File: src/rtl/ym_recorder.sv
// ym_recorder: snoops YM2149 register writes and dumps one
// 16-byte shadow snapshot per 50/60 Hz frame into capture RAM.
module ym_recorder #(
  parameter int RAM_WIDTH       = 17,
  parameter int FRAME_CYCLES_50 = 480000,
  parameter int FRAME_CYCLES_60 = 400000
) (
  input  logic                 clk,
  input  logic                 reset,
  input  logic [1:0]           ctrl_addr,
  input  logic [7:0]           ctrl_data_in,
  input  logic                 ctrl_write,
  input  logic [3:0]           psg_addr,
  input  logic [7:0]           psg_data,
  input  logic                 psg_wr,
  output logic [RAM_WIDTH-1:0] ram_addr,
  output logic [7:0]           ram_data_out,
  output logic                 ram_wr,
  output logic                 recording,
  output logic                 full,
  output logic                 overrun,
  output logic [15:0]          frame_count
);

  localparam int NMAX = (FRAME_CYCLES_50 > FRAME_CYCLES_60) ?
                        FRAME_CYCLES_50 : FRAME_CYCLES_60;
  localparam int TW = $clog2(NMAX) + 1;
  localparam logic [TW-1:0] LAST50 = TW'(FRAME_CYCLES_50 - 1);
  localparam logic [TW-1:0] LAST60 = TW'(FRAME_CYCLES_60 - 1);

  typedef enum logic [1:0] {S_IDLE, S_WAIT, S_DUMP} state_e;

  state_e                 state_q;
  logic [7:0]             cmd_q;
  logic [23:0]            base_q;
  logic [13:0][7:0]       shadow_q;
  logic [13:0][7:0]       snap_q;
  logic                   env_q;
  logic                   snap_env_q;
  logic                   rate60_q;
  logic [3:0]             idx_q;
  logic [RAM_WIDTH-1:0]   next_addr_q;
  logic [TW-1:0]          timer_q;
  logic [RAM_WIDTH-1:0]   ram_addr_q;
  logic [7:0]             ram_data_q;
  logic                   ram_wr_q;
  logic                   recording_q;
  logic                   full_q;
  logic                   overrun_q;
  logic [15:0]            frame_count_q;

  logic                   cmd_wr;
  logic                   consume;
  logic                   start;
  logic                   stop;
  logic                   tick;
  logic                   snap_take;
  logic [TW-1:0]          last_cnt;
  logic [3:0]             idx_d;
  logic [RAM_WIDTH-1:0]   base_addr;
  logic [RAM_WIDTH:0]     addr_end;
  logic                   unused_base;

  function automatic logic [7:0] reg_mask(input logic [3:0] a);
    case (a)
      4'd1, 4'd3, 4'd5, 4'd13: return 8'h0F;
      4'd6, 4'd8, 4'd9, 4'd10: return 8'h1F;
      default:                 return 8'hFF;
    endcase
  endfunction

  // Byte k of a frame record; R13 reads FF unless rewritten
  function automatic logic [7:0] rec_byte(
    input logic [3:0]       k,
    input logic [13:0][7:0] r,
    input logic             env
  );
    if (k < 4'd13)       return r[k];
    else if (k == 4'd13) return env ? r[13] : 8'hFF;
    else                 return 8'h00;
  endfunction

  assign cmd_wr    = ctrl_write && (ctrl_addr == 2'd0);
  assign consume   = (cmd_q != 8'd0) && (state_q != S_DUMP) && !cmd_wr;
  assign start     = consume && (cmd_q == 8'd1 || cmd_q == 8'd3);
  assign stop      = consume && (cmd_q == 8'd2);
  assign last_cnt  = rate60_q ? LAST60 : LAST50;
  assign tick      = recording_q && (timer_q == last_cnt);
  assign snap_take = tick && (state_q == S_WAIT) && !start && !stop;
  assign idx_d     = idx_q + 4'd1;
  assign base_addr = {base_q[RAM_WIDTH-1:4], 4'h0};
  assign addr_end  = {1'b0, next_addr_q} + (RAM_WIDTH+1)'(16);
  assign unused_base = ^base_q;

  assign ram_addr     = ram_addr_q;
  assign ram_data_out = ram_data_q;
  assign ram_wr       = ram_wr_q;
  assign recording    = recording_q;
  assign full         = full_q;
  assign overrun      = overrun_q;
  assign frame_count  = frame_count_q;

  // Control window: command byte plus big-endian base address
  always_ff @(posedge clk) begin
    if (reset) begin
      cmd_q  <= 8'd0;
      base_q <= 24'd0;
    end else begin
      if (consume) cmd_q <= 8'd0;
      if (ctrl_write) begin
        case (ctrl_addr)
          2'd0:    cmd_q          <= ctrl_data_in;
          2'd1:    base_q[23:16]  <= ctrl_data_in;
          2'd2:    base_q[15:8]   <= ctrl_data_in;
          default: base_q[7:0]    <= ctrl_data_in;
        endcase
      end
    end
  end

  // Shadow copy of PSG registers; a write beats the snapshot clear
  always_ff @(posedge clk) begin
    if (reset) begin
      shadow_q <= '0;
      env_q    <= 1'b0;
    end else begin
      if (start) begin
        shadow_q <= '0;
        env_q    <= 1'b0;
      end else if (snap_take) begin
        env_q <= 1'b0;
      end
      if (psg_wr && psg_addr < 4'd14) begin
        shadow_q[psg_addr] <= psg_data & reg_mask(psg_addr);
        if (psg_addr == 4'd13) env_q <= 1'b1;
      end
    end
  end

  // Frame timer, free-running while recording
  always_ff @(posedge clk) begin
    if (reset || start || !recording_q) timer_q <= '0;
    else if (timer_q == last_cnt)       timer_q <= '0;
    else                                timer_q <= timer_q + 1'b1;
  end

  // Capture FSM with registered RAM port and status
  always_ff @(posedge clk) begin
    if (reset) begin
      state_q       <= S_IDLE;
      snap_q        <= '0;
      snap_env_q    <= 1'b0;
      rate60_q      <= 1'b0;
      idx_q         <= 4'd0;
      next_addr_q   <= '0;
      ram_addr_q    <= '0;
      ram_data_q    <= 8'd0;
      ram_wr_q      <= 1'b0;
      recording_q   <= 1'b0;
      full_q        <= 1'b0;
      overrun_q     <= 1'b0;
      frame_count_q <= 16'd0;
    end else begin
      if (tick && state_q == S_DUMP) overrun_q <= 1'b1;
      if (start) begin
        state_q       <= S_WAIT;
        rate60_q      <= (cmd_q == 8'd3);
        next_addr_q   <= base_addr;
        recording_q   <= 1'b1;
        full_q        <= 1'b0;
        overrun_q     <= 1'b0;
        frame_count_q <= 16'd0;
      end else if (stop) begin
        state_q     <= S_IDLE;
        recording_q <= 1'b0;
      end else begin
        unique case (state_q)
          S_WAIT: begin
            if (snap_take) begin
              snap_q     <= shadow_q;
              snap_env_q <= env_q;
              idx_q      <= 4'd0;
              state_q    <= S_DUMP;
              ram_wr_q   <= 1'b1;
              ram_addr_q <= next_addr_q;
              ram_data_q <= rec_byte(4'd0, shadow_q, env_q);
            end
          end
          S_DUMP: begin
            if (idx_q == 4'd15) begin
              ram_wr_q    <= 1'b0;
              next_addr_q <= addr_end[RAM_WIDTH-1:0];
              if (frame_count_q != 16'hFFFF)
                frame_count_q <= frame_count_q + 16'd1;
              if (addr_end[RAM_WIDTH]) begin
                state_q     <= S_IDLE;
                full_q      <= 1'b1;
                recording_q <= 1'b0;
              end else begin
                state_q <= S_WAIT;
              end
            end else begin
              idx_q      <= idx_d;
              ram_addr_q <= next_addr_q + RAM_WIDTH'(idx_d);
              ram_data_q <= rec_byte(idx_d, snap_q, snap_env_q);
            end
          end
          default: ;
        endcase
      end
    end
  end

endmodule

File: config.mk
export PLATFORM = sky130hd
export DESIGN_NAME = ym_recorder
export DESIGN_NICKNAME = d
export VERILOG_FILES = /design/src/rtl/ym_recorder.sv
export SDC_FILE = /design/constraint.sdc
export NUM_CORES = 1
export LEC_CHECK = 0
export BUFFER_PORTS_ARGS = -buffer_cell sky130_fd_sc_hd__buf_2
export CORE_ASPECT_RATIO = 1.1
export CORE_MARGIN = 2
export CORE_UTILIZATION = 40
export DETAILED_ROUTE_END_ITERATION = 10
export PLACE_DENSITY = 0.56
export SKIP_CTS_REPAIR_TIMING = 1
export SLEW_MARGIN = 20
export SYNTH_ARGS = -nofsm -noshare
export SYNTH_HDL_FRONTEND = slang
export SYNTH_SLANG_ARGS = --single-unit
File: constraint.sdc
create_clock -name clk -period 4.4 [get_ports clk]
set_clock_uncertainty 0.05 [all_clocks]
set_input_delay 0.88 -clock clk [delete_from_list [all_inputs] [get_ports clk]]
set_output_delay 0.88 -clock clk [all_outputs]
set_load 0.02 [all_outputs]
==> results.md, run 1 <==
* CTS root buffer: clkbuf_16
* CP arrival at ~3.5 ns
* CP required at roughly 4.8 ns
* Vias per Instance at 5.35
* Yosys warning total at 0
* Average wire per standard cell at 17.5 µm
* Total number of vias at 11,100
* Worst r2r dst: ram_addr[3]$_SDFFE_PP0P_
* Placed Cells at roughly 2,000
* FF-to-FF path depth at 7
* Min cycle time layout at 3.15 ns
* Gate Count Post-Synth at approximately 1,600
* Latest clock arrival within the worst-skew pair at between 0.5 and 0.6 ns
* Final period util at 0.717
* Maximum fanout along the worst path at 20
* Max-Cap Viols at 0
* CTS buffer count at 37
* GPL Wtd Cong at 0.769
* Power per Cell Area at 414 nW/µm²
* Die Ht at about 200 µm
* Grt ovf at 0
* Routed length on met1 at between 15 and 20 mm
* Non-filler instance count after layout at between 2,000 and 2,500
* Crit path cell chain: ha_1 > nand3_1 > or3_1 > o41a_1 > or4_1 > or3_1 > a21oi_1
* CTS tree: yes
* Met3 Wirelength at around 1.8 mm
* Area Overhead vs Synth at 13.7%
* WS Path Type: flop to flop
* Top layer in use: met4
* Detailed-placement wirelength estimate at between 20 and 25 mm
* Clock tree buffer depth at 3
* Status: finished clean
* Die area at ~35,000 µm²
* Ports at approximately 70
* Vias in the first global route at 10,400
* Post-synth EDFFs at 0
* Slew @ Worst Pin at 1.09 ns
* Fillers at roughly 3,400
* Synth async-reset ratio at 0
* Sequential-to-total area share from yosys stat at 0.492
* Clk slew on worst S/H paths at approximately 0.060 ns
* Static Leakage at ~5.2 nW
* Critical path's most frequent cell: or3_1
* #FFs+latches synth at 328
* Final setup vio count at 0
* Worst setup EP type: flop
* Hold path depth at 2
* Reg-to-Reg Start: timer_q[0]$_SDFF_PP0_
* Netlist cell types at between 50 and 60
* Avg Synthesized Cell Area at 8.37 µm²
* Critical path startpoint category: flop
* RSZ-0062 raised after global routing: no
* Design area at around 15,000 µm²
* Synth Cell Area at roughly 13,000 µm²
* DRC violation total after the first TritonRoute iteration at about 860
* Slowest cell delay on critical path at 0.86 ns
* Final net count at ~1,700
* Post-Route WL at 36.2 mm
* Dominant synthesized flop cell: dfxtp_1
* Peak VDD IR at 0.390 mV
* Initial antenna violation count at 1
* Crit-path slowest cell: or4_1
* Hold endpoint: snap_q[34]$_SDFFE_PP0P_
* Largest net degree at the start of global routing at 116
* Core area at about 33,000 µm²
* Die extent in x at around 180 µm
* Final ANT Viol Nets at 0
* Setup_tns at 0 ns
* # rows at 70
* H-tree depth at 2
* DR DRC count at 0
* R2R setup slack at around 1.2 ns
* First-pass GRT wire length at 57.5 mm
* HP Class: flop to flop
* IO Port Bufs at 70
* Initial Utilization at 0.403
* CTS sink cnt at ~330
* DRT Pass-1 Iters at 5
* Syn_nets at 1,634
* Relative slew slack at 0.276
* Met2 routed WL at 16.6 mm
* Fin. Hold Viols at 0
* F_max at ~320 MHz
* Placement-stage cell area at approximately 14,000 µm²
* Slew Limit Fails at 0
* Gr usage total at 0.209
* Share of layout cells above drive strength 1 at 0.109
* Hold Startpoint: snap_q[34]$_SDFFE_PP0P_
## placed cells by master, fill, tap and decap left out, drive strengths merged, types with 4 or more instances in the layout
cell,instances
nor2,159
mux4,24
clkinv,4
xor2,27
xnor2,12
o221ai,8
a31oi,28
or3,6
a32o,8
nor3,18
nand2,335
and4,4
nand4,11
a211oi,14
a21oi,179
buf,92
o21ai,55
and2,4
ha,12
and3,11
mux2i,34
nor2b,12
dfxtp,328
clkbuf,56
o22ai,9
inv,21
a22o,4
nand3,118
## how the worst max path moves through the flow
stage	startpoint	to	slack (ns)	cells past startpoint
finish	timer_q[0]$_SDFF_PP0_	ram_addr[3]$_SDFFE_PP0P_	1.25	7
global route	state_q[0]$_SDFFE_PP0P_	shadow_q[111]$_SDFF_PP0_	0.95	7
CTS	timer_q[0]$_SDFF_PP0_	ram_addr[3]$_SDFFE_PP0P_	1.26	7
detailed placement	ctrl_write	shadow_q[110]$_SDFF_PP0_	0.87	8
global placement	ctrl_write	shadow_q[111]$_SDFF_PP0_	0.95	8
floorplan	idx_q[0]$_SDFFE_PP0P_	ram_data_out[1]$_SDFFE_PP0P_	0.98	11
## registers in the layout, summed over array words and instances (netlist names), 2 cells and up
signal and cells:
base_q 13, cmd_q 8, frame_count 16, idx_q 3
next_addr_q 13, ram_addr 14, ram_data_out 8, shadow_q 112
snap_q 112, state_q 2, timer_q 20
## metal layers
metal  up-vias  GRT usage
li1       5521          -
met1      5261      0.289
met2       235      0.334
met3        59     0.0333
met4         0     0.0671
met5         -          0
## report_power, final
part / switching, mW / total (mW) / internal, mW
Sequential: 0.0190 / 3.02 / 3.00
Clock: 1.17 / 2.98 / 1.81
Combinational: 0.217 / 0.290 / 0.0730
## through the flow
step	util	hold WS, ns	worst slack (ns)	total power [mW]
after global placement	0.424	0.378	0.955	3.37
after global routing	0.459	0.410	0.953	6.52
after detailed placement	0.424	0.392	0.866	3.37
final	0.459	0.395	1.25	6.29
after floorplan	-	0.368	0.977	3.26
after CTS	0.459	0.399	1.26	6.36
## cell families (layout without fill, tap and decap cells)
group                      Yosys count  in the layout  synth area share
other                                0              1                 0
and+or+nand+nor                    696            696             0.225
DFF                                328            328             0.492
xor gates and xnor gates            39             39            0.0256
adders and majority gates           12             12            0.0112
AOI/OAI and AO/OA                  327            327             0.141
muxes                               59             59            0.0668
buffers and inverters              135            176            0.0390
## cells in the mapped netlist, types with 2 or more instances
| cell | instances | area share |
|---|---|---|
| a2111oi_0 | 2 | 0.0013 |
| a211oi_1 | 14 | 0.0079 |
| a21boi_0 | 2 | 0.0011 |
| a21oi_1 | 179 | 0.067 |
| a221oi_1 | 2 | 0.0013 |
| a22o_1 | 4 | 0.0026 |
| a311oi_1 | 3 | 0.0020 |
| a31o_2 | 2 | 0.0013 |
| a31oi_1 | 28 | 0.013 |
| a32o_1 | 8 | 0.0060 |
| and2_1 | 4 | 0.0019 |
| and3_1 | 11 | 0.0052 |
| and4_1 | 4 | 0.0026 |
| buf_1 | 11 | 0.0031 |
| buf_2 | 11 | 0.0041 |
| clkbuf_1 | 92 | 0.026 |
| dfxtp_1 | 328 | 0.49 |
| ha_1 | 12 | 0.011 |
| inv_1 | 21 | 0.0059 |
| mux2i_1 | 34 | 0.025 |
| mux4_2 | 24 | 0.040 |
| nand2_1 | 335 | 0.094 |
| nand2b_1 | 3 | 0.0014 |
| nand3_1 | 118 | 0.044 |
| nand3b_1 | 3 | 0.0017 |
| nand4_1 | 11 | 0.0052 |
| nor2_1 | 159 | 0.045 |
| nor2b_1 | 12 | 0.0056 |
| nor3_1 | 18 | 0.0067 |
| nor3b_1 | 2 | 0.0011 |
| o21a_1 | 2 | 0.0011 |
| o21ai_0 | 55 | 0.021 |
| o221ai_1 | 8 | 0.0052 |
| o22ai_1 | 9 | 0.0042 |
| o41a_1 | 2 | 0.0017 |
| or3_1 | 6 | 0.0028 |
| or4_1 | 2 | 0.0011 |
| xnor2_1 | 12 | 0.0079 |
| xor2_1 | 27 | 0.018 |
## area by class of cell
type / count / area [µm²] / share of cell area
antenna: 1 / 2.50 / 0.000165
clock buffer: 56 / 1050 / 0.0689
clock inverter: 7 / 110 / 0.00725
inverter: 21 / 78.8 / 0.00519
multi-input combinational: 1133 / 6310 / 0.415
sequential: 328 / 6570 / 0.432
tap: 432 / 541 / 0.0356
timing repair buffer: 92 / 534 / 0.0352
## critical path: cells and delay by family (launching register included)
kind	cells	cell delay [ns]
AOI/OAI and AO/OA	2	0.57
and+or+nand+nor	4	1.89
DFF	1	0.35
adders and majority gates	1	0.22
(Power assumes the default switching activity.)
==> inputs of run 2 (changes only) <==
==> constraint.sdc (replaced) <==
create_clock -name clk -period 3 [get_ports clk]
set_clock_uncertainty 0.05 [all_clocks]
set_input_delay 0.6 -clock clk [delete_from_list [all_inputs] [get_ports clk]]
set_output_delay 0.6 -clock clk [all_outputs]
set_load 0.02 [all_outputs]
==> results.md, run 2 (synthesized netlist as in run 1, its figures left out) <==
* Status: finished clean (unchanged)
* Clk slew on worst S/H paths at 0.06 ns (about the same)
* Average wire per standard cell at 17.6 µm (was 17.5 µm)
* CP arrival at 3.24 ns (was 3.53 ns)
* Worst setup EP type: flop (unchanged)
* WS Path Type: flop to flop (unchanged)
* Clock power frac at 0.503 (was 0.474)
* Multi-input combinational cell area at 6340 µm² (was 6310 µm²)
* Slowest cell delay on critical path at 0.58 ns (was 0.86 ns)
* Final net count at 1,667 (was 1,651)
* Vias per Instance at 5.36 (was 5.35)
* Post-Route WL at 36.8 mm (was 36.2 mm)
* Most frequent cells in the layout: nand2_1 (334), dfxtp_1 (327), a21oi_1 (179), nor2_1 (158), nand3_1 (117) (unchanged)
* RSZ-0062 raised after global routing: no (unchanged)
* Relative slew slack at 0.360 (was 0.276)
* Buf+Inv Stages, Crit Path at 1 (was 0)
* GPL Wtd Cong at 0.832 (was 0.769)
* Crit-path slowest cell: or4_1 (unchanged)
* FF+latch area at 6570 µm² (unchanged)
* DRC violation total after the first TritonRoute iteration at 987 (was 857)
* Antenna cells at 0 (was 1)
* Peak VDD IR at 0.361 mV (was 0.390 mV)
* Non-filler instance count after layout at 2,090 (was 2,070)
* Min cycle time layout at 2.82 ns (was 3.15 ns)
* HP Class: input pin to flop (was flop to flop)
* Vias in the first global route at 10,600 (was 10,400)
* Setup_tns at 0 ns (unchanged)
* Share of layout cells above drive strength 1 at 0.128 (was 0.109)
* DRT Pass-1 Iters at 5 (unchanged)
* Area Overhead vs Synth at 16.9% (was 13.7%)
* Sw power at 2.24 mW (was 1.41 mW)
* Core area at 33,100 µm² (unchanged)
* Max-Cap Viols at 0 (unchanged)
* Static Leakage at 5.45 nW (was 5.23 nW)
* # rows at 70 (unchanged)
* Detailed-placement wirelength estimate at 23.8 mm (was 22.8 mm)
* Maximum fanout along the worst path at 17 (was 20)
* Die extent in x at 178 µm (unchanged)
* Final ANT Viol Nets at 0 (unchanged)
* Latest clock arrival within the worst-skew pair at 0.54 ns (was 0.51 ns)
* Slew @ Worst Pin at 0.960 ns (was 1.09 ns)
* Critical path startpoint category: flop (unchanged)
* Seq pwr share at 0.452 (was 0.480)
* Final setup vio count at 0 (unchanged)
* Power per Cell Area at 627 nW/µm² (was 414 nW/µm²)
* Placed Cells at 2,021 (was 2,006)
* Clock tree buffer depth at 3 (unchanged)
* F_max at 354 MHz (was 317 MHz)
* Final period util at 0.941 (was 0.717)
* CP delay by family, top: simple AND/OR/NAND/NOR gates (unchanged)
* DR DRC count at 0 (unchanged)
* IO Port Bufs at 70 (unchanged)
* Gr usage total at 0.209 (about the same)
* CTS root buffer: clkbuf_16 (unchanged)
* Initial Utilization at 0.403 (unchanged)
* CTS sink cnt at 328 (unchanged)
* Total number of vias at 11,200 (was 11,100)
* Initial antenna violation count at 0 (was 1)
* CP required at 3.41 ns (was 4.77 ns)
* Fin. Hold Viols at 0 (unchanged)
* Die area at 34,900 µm² (unchanged)
* CTS buffer count at 37 (unchanged)
* Largest net degree at the start of global routing at 88 (was 116)
* Fillers at 3,246 (was 3,368)
* Slew Limit Fails at 0 (unchanged)
* Combinational power share at 0.046 (about the same)
* CTS tree: yes (unchanged)
* Biggest regs: shadow_q x112, snap_q x112, timer_q x20 (unchanged)
* Sw Ratio at 0.229 (was 0.224)
* H-tree depth at 2 (unchanged)
* Crit path cell chain: ha_1 > nand3_1 > or3_1 > o41a_1 > or4_1 > buf_4 > nor3_1 > a32o_1 (was ha_1 > nand3_1 > or3_1 > o41a_1 > or4_1 > or3_1 > a21oi_1)
* First-pass GRT wire length at 57.8 mm (was 57.5 mm)
* Power Internal at 7.55 mW (was 4.88 mW)
* Ports at 71 (unchanged)
* Die Ht at 196 µm (unchanged)
* Grt ovf at 0 (unchanged)
* Most common cell after layout, fill and taps aside: nand2_1 (unchanged)
==> run 2: cell types whose count changed in the layout (fill, tap and decap cells not counted), sizes merged <==
cell      delta
and3         +1
buf         +15
bufinv       +5
clkbuf      -15
clkinv      +10
clkinvlp     +3
diode        -1
inv          +2
==> run 2: final cells by class <==
| cell class | count | area share |
|---|---|---|
| clock buffers | 41 | 0.0615 |
| clock inverters | 27 | 0.0244 |
| inverters | 21 | 0.00505 |
| multi-input cells | 1134 | 0.406 |
| flip-flops and latches | 328 | 0.421 |
| well taps | 432 | 0.0346 |
| repair buffers | 107 | 0.0478 |
==> run 2: worst register-to-register path, cell delays in order (launching register included) <==
cell and delay (ns):
dfxtp_1 0.35, ha_1 0.22, nand3_1 0.10, or3_1 0.45
o41a_1 0.40, or4_1 0.58, buf_4 0.24, nor3_1 0.22
a32o_1 0.15
==> run 2: final timing paths <==
check / from / endpoint / slack [ns] / cells after the start
max: timer_q[0]$_SDFF_PP0_ / ram_data_out[7]$_SDFFE_PP0P_ / 0.18 / 8
min: ctrl_data_in[2] / base_q[10]$_SDFFE_PP0P_ / 0.29 / 3
max reg2reg: timer_q[0]$_SDFF_PP0_ / ram_data_out[7]$_SDFFE_PP0P_ / 0.18 / 8
min reg2reg: shadow_q[24]$_SDFF_PP0_ / snap_q[24]$_SDFFE_PP0P_ / 0.40 / 2
==> run 2: power groups by stage <==
stage               registers, mW  logic, mW  clock network [mW]
detailed placement           4.52      0.439                   0
CTS                          4.42      0.442                5.02
finish                       4.43      0.449                4.93
global placement             4.52      0.438                   0
global route                 4.43      0.488                5.20
floorplan                    4.52      0.261                   0
==> run 2: layer usage <==
metal / vias up / wire, µm / track usage
li1: 5574 / - / -
met1: 5318 / 16900 / 0.289
met2: 255 / 17100 / 0.337
met3: 64 / 1860 / 0.0312
met4: 0 / 965 / 0.0629
met5: - / 0 / 0
==> run 2: per-stage QoR <==
stage               setup slack, ns  hold slack [ns]   util  total power [mW]  instance area, µm²
CTS                           0.201            0.299  0.471              9.88               15600
global placement              0.249            0.380  0.430              4.96               14200
floorplan                    0.0796            0.368      -              4.78               13400
detailed placement            0.228            0.391  0.430              4.96               14200
finish                        0.178            0.294  0.472              9.80               15600
global route                0.00345            0.319  0.472              10.1               15600
==> inputs of run 3 (changes only) <==
--- a/config.mk
+++ b/config.mk
@@ -9,8 +9,9 @@
 export CORE_ASPECT_RATIO = 1.1
 export CORE_MARGIN = 2
 export CORE_UTILIZATION = 40
+export CTS_BUF_LIST = sky130_fd_sc_hd__clkbuf_4 sky130_fd_sc_hd__clkbuf_8
 export DETAILED_ROUTE_END_ITERATION = 10
-export PLACE_DENSITY = 0.56
+export PLACE_DENSITY = 0.68
 export SKIP_CTS_REPAIR_TIMING = 1
 export SLEW_MARGIN = 20
 export SYNTH_ARGS = -nofsm -noshare
==> results.md, run 3 (synthesized netlist as in run 1, its figures left out) <==
* Status: finished clean (unchanged)
* Final period util at 0.902 (was 0.941)
* Total number of vias at 11,500 (was 11,200)
* CTS buffer count at 53 (was 37)
* Most common cell after layout, fill and taps aside: nand2_1 (unchanged)
* Relative slew slack at 0.441 (was 0.360)
* Detailed-placement wirelength estimate at 23.1 mm (was 23.8 mm)
* Non-filler instance count after layout at 2,113 (was 2,090)
* Slew Limit Fails at 0 (unchanged)
* Crit path capture: ram_data_out[0]$_SDFFE_PP0P_ (was ram_data_out[7]$_SDFFE_PP0P_)
* Maximum fanout along the worst path at 18 (was 17)
* H-tree depth at 2 (unchanged)
* Design area at 15,400 µm² (was 15,600 µm²)
* Setup_tns at 0 ns (unchanged)
* DRC violation total after the first TritonRoute iteration at 906 (was 987)
* FF-to-FF path depth at 8 (unchanged)
* CP arrival at 3.18 ns (was 3.24 ns)
* Final setup vio count at 0 (unchanged)
* CTS root buffer: clkbuf_8 (was clkbuf_16)
* DR DRC count at 0 (unchanged)
* CTS tree: yes (unchanged)
* Vias per Instance at 5.44 (was 5.36)
* M3 GR Usage at 0.0357 (was 0.0312)
* Core area at 33,100 µm² (unchanged)
* HP Class: input pin to flop (unchanged)
* Reg-to-Reg Start: timer_q[0]$_SDFF_PP0_ (unchanged)
* Post-Route WL at 35.1 mm (was 36.8 mm)
* Vias in the first global route at 10,900 (was 10,600)
* WS Path Type: flop to flop (unchanged)
* Static Leakage at 5.40 nW (was 5.45 nW)
* Initial Utilization at 0.403 (unchanged)
* Launch point of the worst path: timer_q[0]$_SDFF_PP0_ (unchanged)
* Initial antenna violation count at 0 (unchanged)
* Die area at 34,900 µm² (unchanged)
* DRT Pass-1 Iters at 7 (was 5)
* Final worst slack at 0.295 ns (was 0.178 ns)
* Die extent in x at 178 µm (unchanged)
* Placement-stage cell area at 14,200 µm² (about the same)
* Peak VDD IR at 0.298 mV (was 0.361 mV)
* Max-Cap Viols at 0 (unchanged)
* Final hold slack at 0.226 ns (was 0.294 ns)
* Min cycle time layout at 2.71 ns (was 2.82 ns)
* Share of layout cells above drive strength 1 at 0.141 (was 0.128)
* Fin. Hold Viols at 0 (unchanged)
* Pre-CTS setup slack at 0.258 ns (was 0.228 ns)
* # rows at 70 (unchanged)
* RSZ-0062 raised after global routing: no (unchanged)
* CTS sink cnt at 328 (unchanged)
* Final ANT Viol Nets at 0 (unchanged)
* Slew @ Worst Pin at 0.838 ns (was 0.960 ns)
* Area Overhead vs Synth at 15.5% (was 16.9%)
* Worst r2r dst: ram_data_out[0]$_SDFFE_PP0P_ (was ram_data_out[7]$_SDFFE_PP0P_)
* Slowest cell delay on critical path at 0.54 ns (was 0.58 ns)
* Grt met2 use at 0.336 (was 0.337)
* First-pass GRT wire length at 56.2 mm (was 57.8 mm)
* Final net count at 1,678 (was 1,667)
* Ports at 71 (unchanged)
* Gr busiest metal: met2 (unchanged)
* Most frequent cells in the layout: nand2_1 (334), dfxtp_1 (327), a21oi_1 (179), nor2_1 (158), nand3_1 (117) (unchanged)
* Crit-path slowest cell: or4_1 (unchanged)
* Antenna cells at 0 (unchanged)
* Die Ht at 196 µm (unchanged)
* Worst setup EP type: flop (unchanged)
* Biggest regs: shadow_q x112, snap_q x112, timer_q x20 (unchanged)
* Met1 Usage GRT at 0.256 (was 0.289)
* Crit path cell chain: ha_1 > nand3_1 > or3_1 > o41a_1 > or4_1 > buf_4 > nor3_1 > a32o_1 (unchanged)
* CP required at 3.47 ns (was 3.41 ns)
* Latest clock arrival within the worst-skew pair at 0.59 ns (was 0.54 ns)
* Power per Cell Area at 599 nW/µm² (was 627 nW/µm²)
* IO Port Bufs at 70 (unchanged)
* R2R setup slack at 0.29 ns (was 0.18 ns)
* Critical path startpoint category: flop (unchanged)
* Grt ovf at 0 (unchanged)
* F_max at 370 MHz (was 354 MHz)
* Average wire per standard cell at 16.6 µm (was 17.6 µm)
* GPL Wtd Cong at 0.867 (was 0.832)
* Largest net degree at the start of global routing at 81 (was 88)
* Placed Cells at 2,017 (was 2,021)
* Clock tree buffer depth at 3 (unchanged)
* Clk slew on worst S/H paths at 0.06 ns (about the same)
* Gr usage total at 0.198 (was 0.209)
==> run 3: changes by cell type in the layout (fill, tap and decap cells not counted), moves of 3 or more <==
cell	change
clkbuf_16	-37
clkinv_2	-3
clkbuf_4	+13
clkbuf_8	+68
buf_12	-3
bufinv_16	-4
==> run 3: critical path: cells and delay by family, from the launching register on <==
family	cells	cell delay (ns)
compound gates	2	0.55
flops	1	0.35
fa+ha+maj	1	0.21
buf+inv	1	0.23
simple gates	4	1.24
==> run 3: report_power, final <==
group,switching [mW],total (mW),internal (mW)
sequential,0.0290,4.43,4.40
clock,1.80,4.39,2.60
combinational,0.310,0.429,0.119
total,2.14,9.25,7.11
==> run 3: worst min path at each step <==
stage,startpoint,endpoint,depth (start not counted)
2_1_floorplan,timer_q[0]$_SDFF_PP0_,timer_q[0]$_SDFF_PP0_,1
3_3_place_gp,snap_q[34]$_SDFFE_PP0P_,snap_q[34]$_SDFFE_PP0P_,2
3_5_place_dp,overrun$_SDFFE_PP0P_,overrun$_SDFFE_PP0P_,2
4_1_cts,ctrl_data_in[2],base_q[10]$_SDFFE_PP0P_,3
5_1_grt,psg_data[6],shadow_q[110]$_SDFF_PP0_,2
6_report,psg_data[6],shadow_q[110]$_SDFF_PP0_,2
==> run 3: area by class of cell <==
cell class	instances	area [µm²]
clock buffer	83	1060
clock inverter	13	179
fill	3260	17700
inverter	21	78.8
multi-input combinational	1133	6320
sequential	328	6570
tap	432	541
timing repair buffer	103	679
==> run 3: layer usage <==
layer / up-vias / share of wire
met5: - / 0
met4: 0 / 0.019
met3: 46 / 0.058
met2: 302 / 0.49
met1: 5553 / 0.44
li1: 5586 / -
==> run 3: stage by stage <==
stage               power, mW   util
floorplan                4.78      -
global placement         4.94  0.428
detailed placement       4.94  0.428
CTS                      9.29  0.466
global route             9.54  0.466
finish                   9.25  0.466
